[src/rtl/loader_pkg.sv]
// loader_pkg: shared state encoding, error codes and instruction width for the program loader
package loader_pkg;
    localparam int INST_W = 9;
    typedef enum logic [3:0] {
        S_IDLE, S_LEN_LO, S_LEN_HI, S_INST_LO, S_INST_HI, S_WRITE, S_RUN, S_FINISHED, S_ERROR
    } ldr_state_t;
    localparam logic [1:0] ERR_NONE     = 2'd0;
    localparam logic [1:0] ERR_ZERO_LEN = 2'd1;
    localparam logic [1:0] ERR_TIMEOUT  = 2'd2;
    function automatic logic can_start(ldr_state_t s);
        return s inside {S_IDLE, S_FINISHED, S_ERROR};
    endfunction
    function automatic logic takes_bytes(ldr_state_t s);
        return s inside {S_LEN_LO, S_LEN_HI, S_INST_LO, S_INST_HI};
    endfunction
endpackage

[src/rtl/byte_unpacker.sv]
// byte_unpacker: assembles a low byte and bit 0 of a high byte into one instruction word
module byte_unpacker
    import loader_pkg::*;
(
    input  logic              clk,
    input  logic              reset,
    input  logic              lo_we,
    input  logic              hi_we,
    input  logic [7:0]        data,
    output logic [INST_W-1:0] word
);
    always_ff @(posedge clk or posedge reset) begin
        if (reset) word <= '0;
        else if (lo_we) word[7:0] <= data;
        else if (hi_we) word[INST_W-1] <= data[0];
    end
endmodule

[src/rtl/prog_loader.sv]
// prog_loader: streams a program into instruction memory, then runs the core until done or timeout
module prog_loader
    import loader_pkg::*;
#(
    parameter int          ADDR_W     = 12,
    parameter logic [31:0] MAX_CYCLES = 32'd1_000_000
) (
    input  logic              clk,
    input  logic              reset,
    input  logic              start,
    input  logic              in_valid,
    input  logic [7:0]        in_data,
    output logic              in_ready,
    output logic              imem_we,
    output logic [ADDR_W-1:0] imem_addr,
    output logic [INST_W-1:0] imem_wdata,
    output logic              core_reset,
    input  logic              core_done,
    output logic              busy,
    output logic              finished,
    output logic              error,
    output logic [1:0]        err_code,
    output logic [31:0]       cycle_count
);
    ldr_state_t state, state_n;
    logic [ADDR_W-1:0] len, len_asm;
    logic acc, go, last, timeout;

    assign in_ready   = takes_bytes(state);
    assign imem_we    = state == S_WRITE;
    assign core_reset = state != S_RUN;
    assign busy       = !can_start(state);
    assign finished   = state == S_FINISHED;
    assign error      = state == S_ERROR;
    assign acc        = in_valid & in_ready;
    assign go         = start & can_start(state);
    assign len_asm    = {in_data[ADDR_W-9:0], len[7:0]};
    assign last       = (imem_addr + ADDR_W'(1)) == len;
    assign timeout    = cycle_count == MAX_CYCLES - 32'd1;

    always_ff @(posedge clk or posedge reset) begin
        if (reset) state <= S_IDLE;
        else state <= state_n;
    end

    always_comb begin
        state_n = state;
        case (state)
            S_IDLE, S_FINISHED, S_ERROR: state_n = go ? S_LEN_LO : state;
            S_LEN_LO:  state_n = acc ? S_LEN_HI : state;
            S_LEN_HI:  state_n = !acc ? state : (len_asm == '0 ? S_ERROR : S_INST_LO);
            S_INST_LO: state_n = acc ? S_INST_HI : state;
            S_INST_HI: state_n = acc ? S_WRITE : state;
            S_WRITE:   state_n = last ? S_RUN : S_INST_LO;
            S_RUN:     state_n = core_done ? S_FINISHED : (timeout ? S_ERROR : S_RUN);
            default:   state_n = S_IDLE;
        endcase
    end

    // a length that wraps to zero is indistinguishable from an explicit zero and is rejected the same way
    always_ff @(posedge clk or posedge reset) begin
        if (reset) begin
            len         <= '0;
            imem_addr   <= '0;
            cycle_count <= '0;
            err_code    <= ERR_NONE;
        end else begin
            if (go) begin
                cycle_count <= '0;
                imem_addr   <= '0;
                err_code    <= ERR_NONE;
            end
            if (acc && state == S_LEN_LO) len[7:0] <= in_data;
            if (acc && state == S_LEN_HI) begin
                len <= len_asm;
                if (len_asm == '0) err_code <= ERR_ZERO_LEN;
            end
            if (state == S_WRITE && !last) imem_addr <= imem_addr + ADDR_W'(1);
            if (state == S_RUN) begin
                cycle_count <= cycle_count + 32'd1;
                if (!core_done && timeout) err_code <= ERR_TIMEOUT;
            end
        end
    end

    byte_unpacker u_unpack (
        .clk  (clk),
        .reset(reset),
        .lo_we(acc && state == S_INST_LO),
        .hi_we(acc && state == S_INST_HI),
        .data (in_data),
        .word (imem_wdata)
    );
endmodule
[config.mk]
export PLATFORM = sky130hd
export DESIGN_NAME = prog_loader
export DESIGN_NICKNAME = d
export VERILOG_FILES = /design/src/rtl/loader_pkg.sv /design/src/rtl/byte_unpacker.sv /design/src/rtl/prog_loader.sv
export SDC_FILE = /design/constraint.sdc
export NUM_CORES = 1
export LEC_CHECK = 0
export CAP_MARGIN = 20
export CORE_UTILIZATION = 53
export CTS_CLUSTER_SIZE = 14
export DETAILED_ROUTE_END_ITERATION = 7
export GPL_TIMING_DRIVEN = 1
export HOLD_SLACK_MARGIN = 0.03
export PLACE_DENSITY = 0.82
export SYNTH_ARGS = -nofsm -noshare
export SYNTH_HDL_FRONTEND = slang
export SYNTH_SLANG_ARGS = --single-unit
[constraint.sdc]
create_clock -name clk -period 3.2 [get_ports clk]
set_input_delay 0.32 -clock clk [delete_from_list [all_inputs] [get_ports clk]]
set_output_delay 0.32 -clock clk [all_outputs]
set_load 0.02 [all_outputs]
==> results.md <==
Run status:
- The flow ran to the end, and the final reports show no timing, DRC or antenna violations.

Floorplan:
- The number of top-level pins is 74.
- Measured along the x axis, the die boundary spans 88.61 um.
- The die height is 88.61 um.
- In this run the core area contains 31 standard-cell rows.
- The initial utilization of the core area, before any placement, comes to 0.5480.
- The total core area is 7253 sq um.
- The die area is 7851 sq um.

Synthesis:
- The number of synthesis warnings is 0.
- Each instance of the synthesized netlist takes up on average 9.672 sq um.
- Among all flip-flop cells after synthesis, the most frequent one is sky130_fd_sc_hd__dfrtp_1.
- After technology mapping, the gate count stands at 411.
- The net count after synthesis is 426.
- In this run, synthesis inferred 0 flip-flops with an integrated enable.
- For this run, the register share of the synthesized area comes to 0.4470.
- The mapped netlist covers 3975 sq um.
- The number of distinct library cell variants in the gate-level netlist after synthesis is 59.
- Counting flops with an async set or reset pin after synthesis yields a share of 1.000.
- The flop and latch count out of synthesis is 71.

Global route:
- The via count of the first global-routing pass was 3,187.
- The pin count of the biggest net entering global routing is 33.
- In the global route stage, overall resource usage came out at 0.2547.
- The first-pass GRT wire length is 15.34 mm.
- The initial antenna violation count is 0.
- The sum of overflow across all layers after global routing is 0.

Pwr:
- The switching power total is 0.001119 W.
- The share of total power dissipated in the clock network is 0.222.
- Of the total power, the share spent switching nets is 0.3750.
- The cell-internal power is 0.001865 W.
- The power after layout is 0.002984 W.
- For this design the static power due to leakage is 2.100 nW.
- The power per standard cell area is 600.9 nW/um^2.
- The portion of total power attributed to combinational logic is 0.368.
- Of the total power, registers draw 0.410.
- The peak ir drop on the vdd network is 0.5729 mV.

Critical path:
- The critical-path cell with the highest stage delay is sky130_fd_sc_hd__or4_4.
- The critical path endpoint category is a flop.
- The peak fanout along the critical path is 11.
- The setup slack on the worst flop-to-flop path is 310 ps.
- The worst setup path is of the flop to flop kind.
- STA puts the critical path data required time at 3490 ps.
- Grouping stages by cell kind, the critical path spends the most delay in simple AND/OR/NAND/NOR gates.
- The delay contributed by the slowest stage of the critical path is 590 ps.
- The signal on the critical path passes through ha_1 > nand3_2 > nor3_1 > a221o_1 > nor2_1 > or4_4 > a21oi_4 > a221o_1.
- In this run the critical register-to-register path is launched from imem_addr[0]$_DFFE_PP0P_.
- Data on the critical path arrives at its endpoint at 3180 ps.
- The category of the worst setup path launch point is a flop.
- The endpoint identified for the worst register-to-register timing path is imem_addr[6]$_DFFE_PP0P_.
- Among the stages of the critical path, the cell type that occurs most often is sky130_fd_sc_hd__a221o_1.
- The number of cells on the worst reg-to-reg path is 8.
- Counting both buffers and inverters, the worst setup path holds a total of 0.

Timing:
- Setup repair after global routing left no endpoint under its margin.
- The number of pins with negative max-slew slack in the final report is 0.
- Between clock sinks in the finished design, the worst skew comes to 13.85 ps.
- The portion of the clock cycle consumed by the worst path in the final layout is 0.9024.
- After routing, the total negative slack on setup checks comes to 0 ps.
- The measured slew at the worst slew-check pin is 665.4 ps.
- The worst max-slew margin expressed relative to the limit is 0.5547.
- The highest attainable clock frequency is 0.3463 GHz.
- Setup violations remaining at the end of the flow were counted as 0.
- For the finished layout, the period the worst path requires is 2888 ps.
- The number of hold violations in the final report is 0.
- The worst hold slack is 300.5 ps.

Cells and area:
- In the layout the commonest cells are sky130_fd_sc_hd__clkdlybuf4s50_1 (73), sky130_fd_sc_hd__dfrtp_1 (71), sky130_fd_sc_hd__nand2_1 (46).
- The library cell used most frequently in the layout, excluding fill and tap cells, is sky130_fd_sc_hd__clkdlybuf4s50_1.
- The synthesis-to-finish area growth is 24.93%.
- After the last flow step, the layout net total stands at 497.
- The antenna diode instance count is 0.
- The proportion of layout cells with a drive suffix above 1 is 0.1253.

Placed design:
- Once detailed placement completed, the half-perimeter wirelength came to 6.860 mm.
- In this run the tool buffered the top-level ports with 73 buffer cells.
- The global placer's final weighted congestion is 0.8946.

Min path:
- The tightest min-delay check is of the input pin to async pin type.

Clock network:
- The buffer levels on the longest clock path is 2.
- After clock tree synthesis, the setup repair step added 0 buffers.
- The number of clock buffers inserted by TritonCTS is 9.
- The insertion delay to the later sink of the worst-skew pair is 360 ps.
- The number of sinks handled by clock tree synthesis is 71.
- The TritonCTS clock tree is built.
- The root buffer cell chosen for the clock tree is sky130_fd_sc_hd__clkbuf_8.
- Hold repair after CTS inserted 0 buffers.
- Clock-pin slew was measured on the worst setup and hold paths at 90 ps.
- The count of H-tree levels built during CTS is 3.
- The number of gates given a new drive strength after cts is 0.

Routing:
- The sum of routed wire length over all layers is 9.558 mm.
- The vias per cell is 6.003.
- The number of nets with antenna violations after detailed routing is 0.
- Dividing the detail-routed wire length by the instance count gives 16.31 um.
- The number of optimization iterations in the first detailed-route pass is 5.
- The DRC violation count after routing is 0.
- The initial detailed-routing violation count is 247.
- Across all layers, the routed design uses 3,518 vias.

Flow run:
- The tool flagged a number of max-cap violations equal to 0.
-- per-layer routing --
layer	global-route usage	up-vias	part of all wire
li1	-	1662	-
met1	0.3587	1694	0.46
met2	0.3860	139	0.46
met3	0.04478	23	0.062
met4	0.1144	0	0.020
met5	0	-	0
-- metrics by stage --
step | setup slack (ps) | cell area (sq um) | instances | utilization
after global placement | 404.0 | 4780 | 570 | 0.6590
after floorplan | 584.0 | 3975 | 411 | -
after detailed placement | 223.1 | 4780 | 570 | 0.6590
after CTS | 189.2 | 4959 | 586 | 0.6836
final | 312.2 | 4966 | 586 | 0.6847
after global routing | 146.5 | 4966 | 586 | 0.6847
-- layout make-up --
| type | instances | area (sq um) |
|---|---|---|
| Fill cell | 576 | 2287 |
| Multi-Input combinational cell | 311 | 2066 |
| Sequential cell | 71 | 1777 |
| Timing Repair Buffer | 81 | 790.8 |
| Clock buffer | 9 | 123.9 |
| Tap cell | 99 | 123.9 |
| Clock inverter | 7 | 55.05 |
| Inverter | 8 | 30.03 |
-- power groups by stage --
stage	clock [W]	combinational [W]	sequential (W)
global route	0.000705	0.00118	0.00125
floorplan	0	0.000678	0.00127
CTS	0.000663	0.00109	0.00122
finish	0.000662	0.00110	0.00122
global placement	0	0.00106	0.00123
detailed placement	0	0.00109	0.00124
-- flip-flops by register name, indices dropped and copies added, names as in the netlist --
signal,flops
imem_addr,12
u_unpack.word,9
cycle_count,32
len,12
state,4
err_code,2
-- synth_stat cells (8+ instances only) --
library cell               instances  area share
sky130_fd_sc_hd__dfrtp_1          71        0.45
sky130_fd_sc_hd__nor4_1           11       0.017
sky130_fd_sc_hd__nor2_1           29       0.027
sky130_fd_sc_hd__nand3_1          36       0.045
sky130_fd_sc_hd__mux2_2           22       0.062
sky130_fd_sc_hd__xor2_1           12       0.026
sky130_fd_sc_hd__nand4_1          10       0.016
sky130_fd_sc_hd__o21ai_0          21       0.026
sky130_fd_sc_hd__a221o_1           8       0.020
sky130_fd_sc_hd__clkbuf_1         12       0.011
sky130_fd_sc_hd__mux2i_1          16       0.040
sky130_fd_sc_hd__xnor2_1          10       0.022
sky130_fd_sc_hd__nor3_1           14       0.018
sky130_fd_sc_hd__nand2_1          46       0.043
-- kinds of logic after synthesis --
kind of cell | synth area share
and+or+nand+nor | 0.2399
DFF | 0.4470
AOI/OAI and AO/OA | 0.1196
muxes | 0.1026
buffers and inverters | 0.03620
xor gates and xnor gates | 0.04847
adders and majority gates | 0.006294
-- how the worst max path moves through the flow --
stage | to | cells after the start | slack [ps] | from
3_5_place_dp | imem_addr[7]$_DFFE_PP0P_ | 8 | 220 | imem_addr[0]$_DFFE_PP0P_
5_1_grt | imem_addr[0]$_DFFE_PP0P_ | 8 | 150 | imem_addr[0]$_DFFE_PP0P_
6_report | imem_addr[6]$_DFFE_PP0P_ | 8 | 310 | imem_addr[0]$_DFFE_PP0P_
2_1_floorplan | imem_addr[2]$_DFFE_PP0P_ | 9 | 580 | imem_addr[0]$_DFFE_PP0P_
3_3_place_gp | imem_addr[0]$_DFFE_PP0P_ | 8 | 400 | imem_addr[0]$_DFFE_PP0P_
4_1_cts | imem_addr[0]$_DFFE_PP0P_ | 8 | 190 | imem_addr[0]$_DFFE_PP0P_
(Power assumes the default switching activity.)
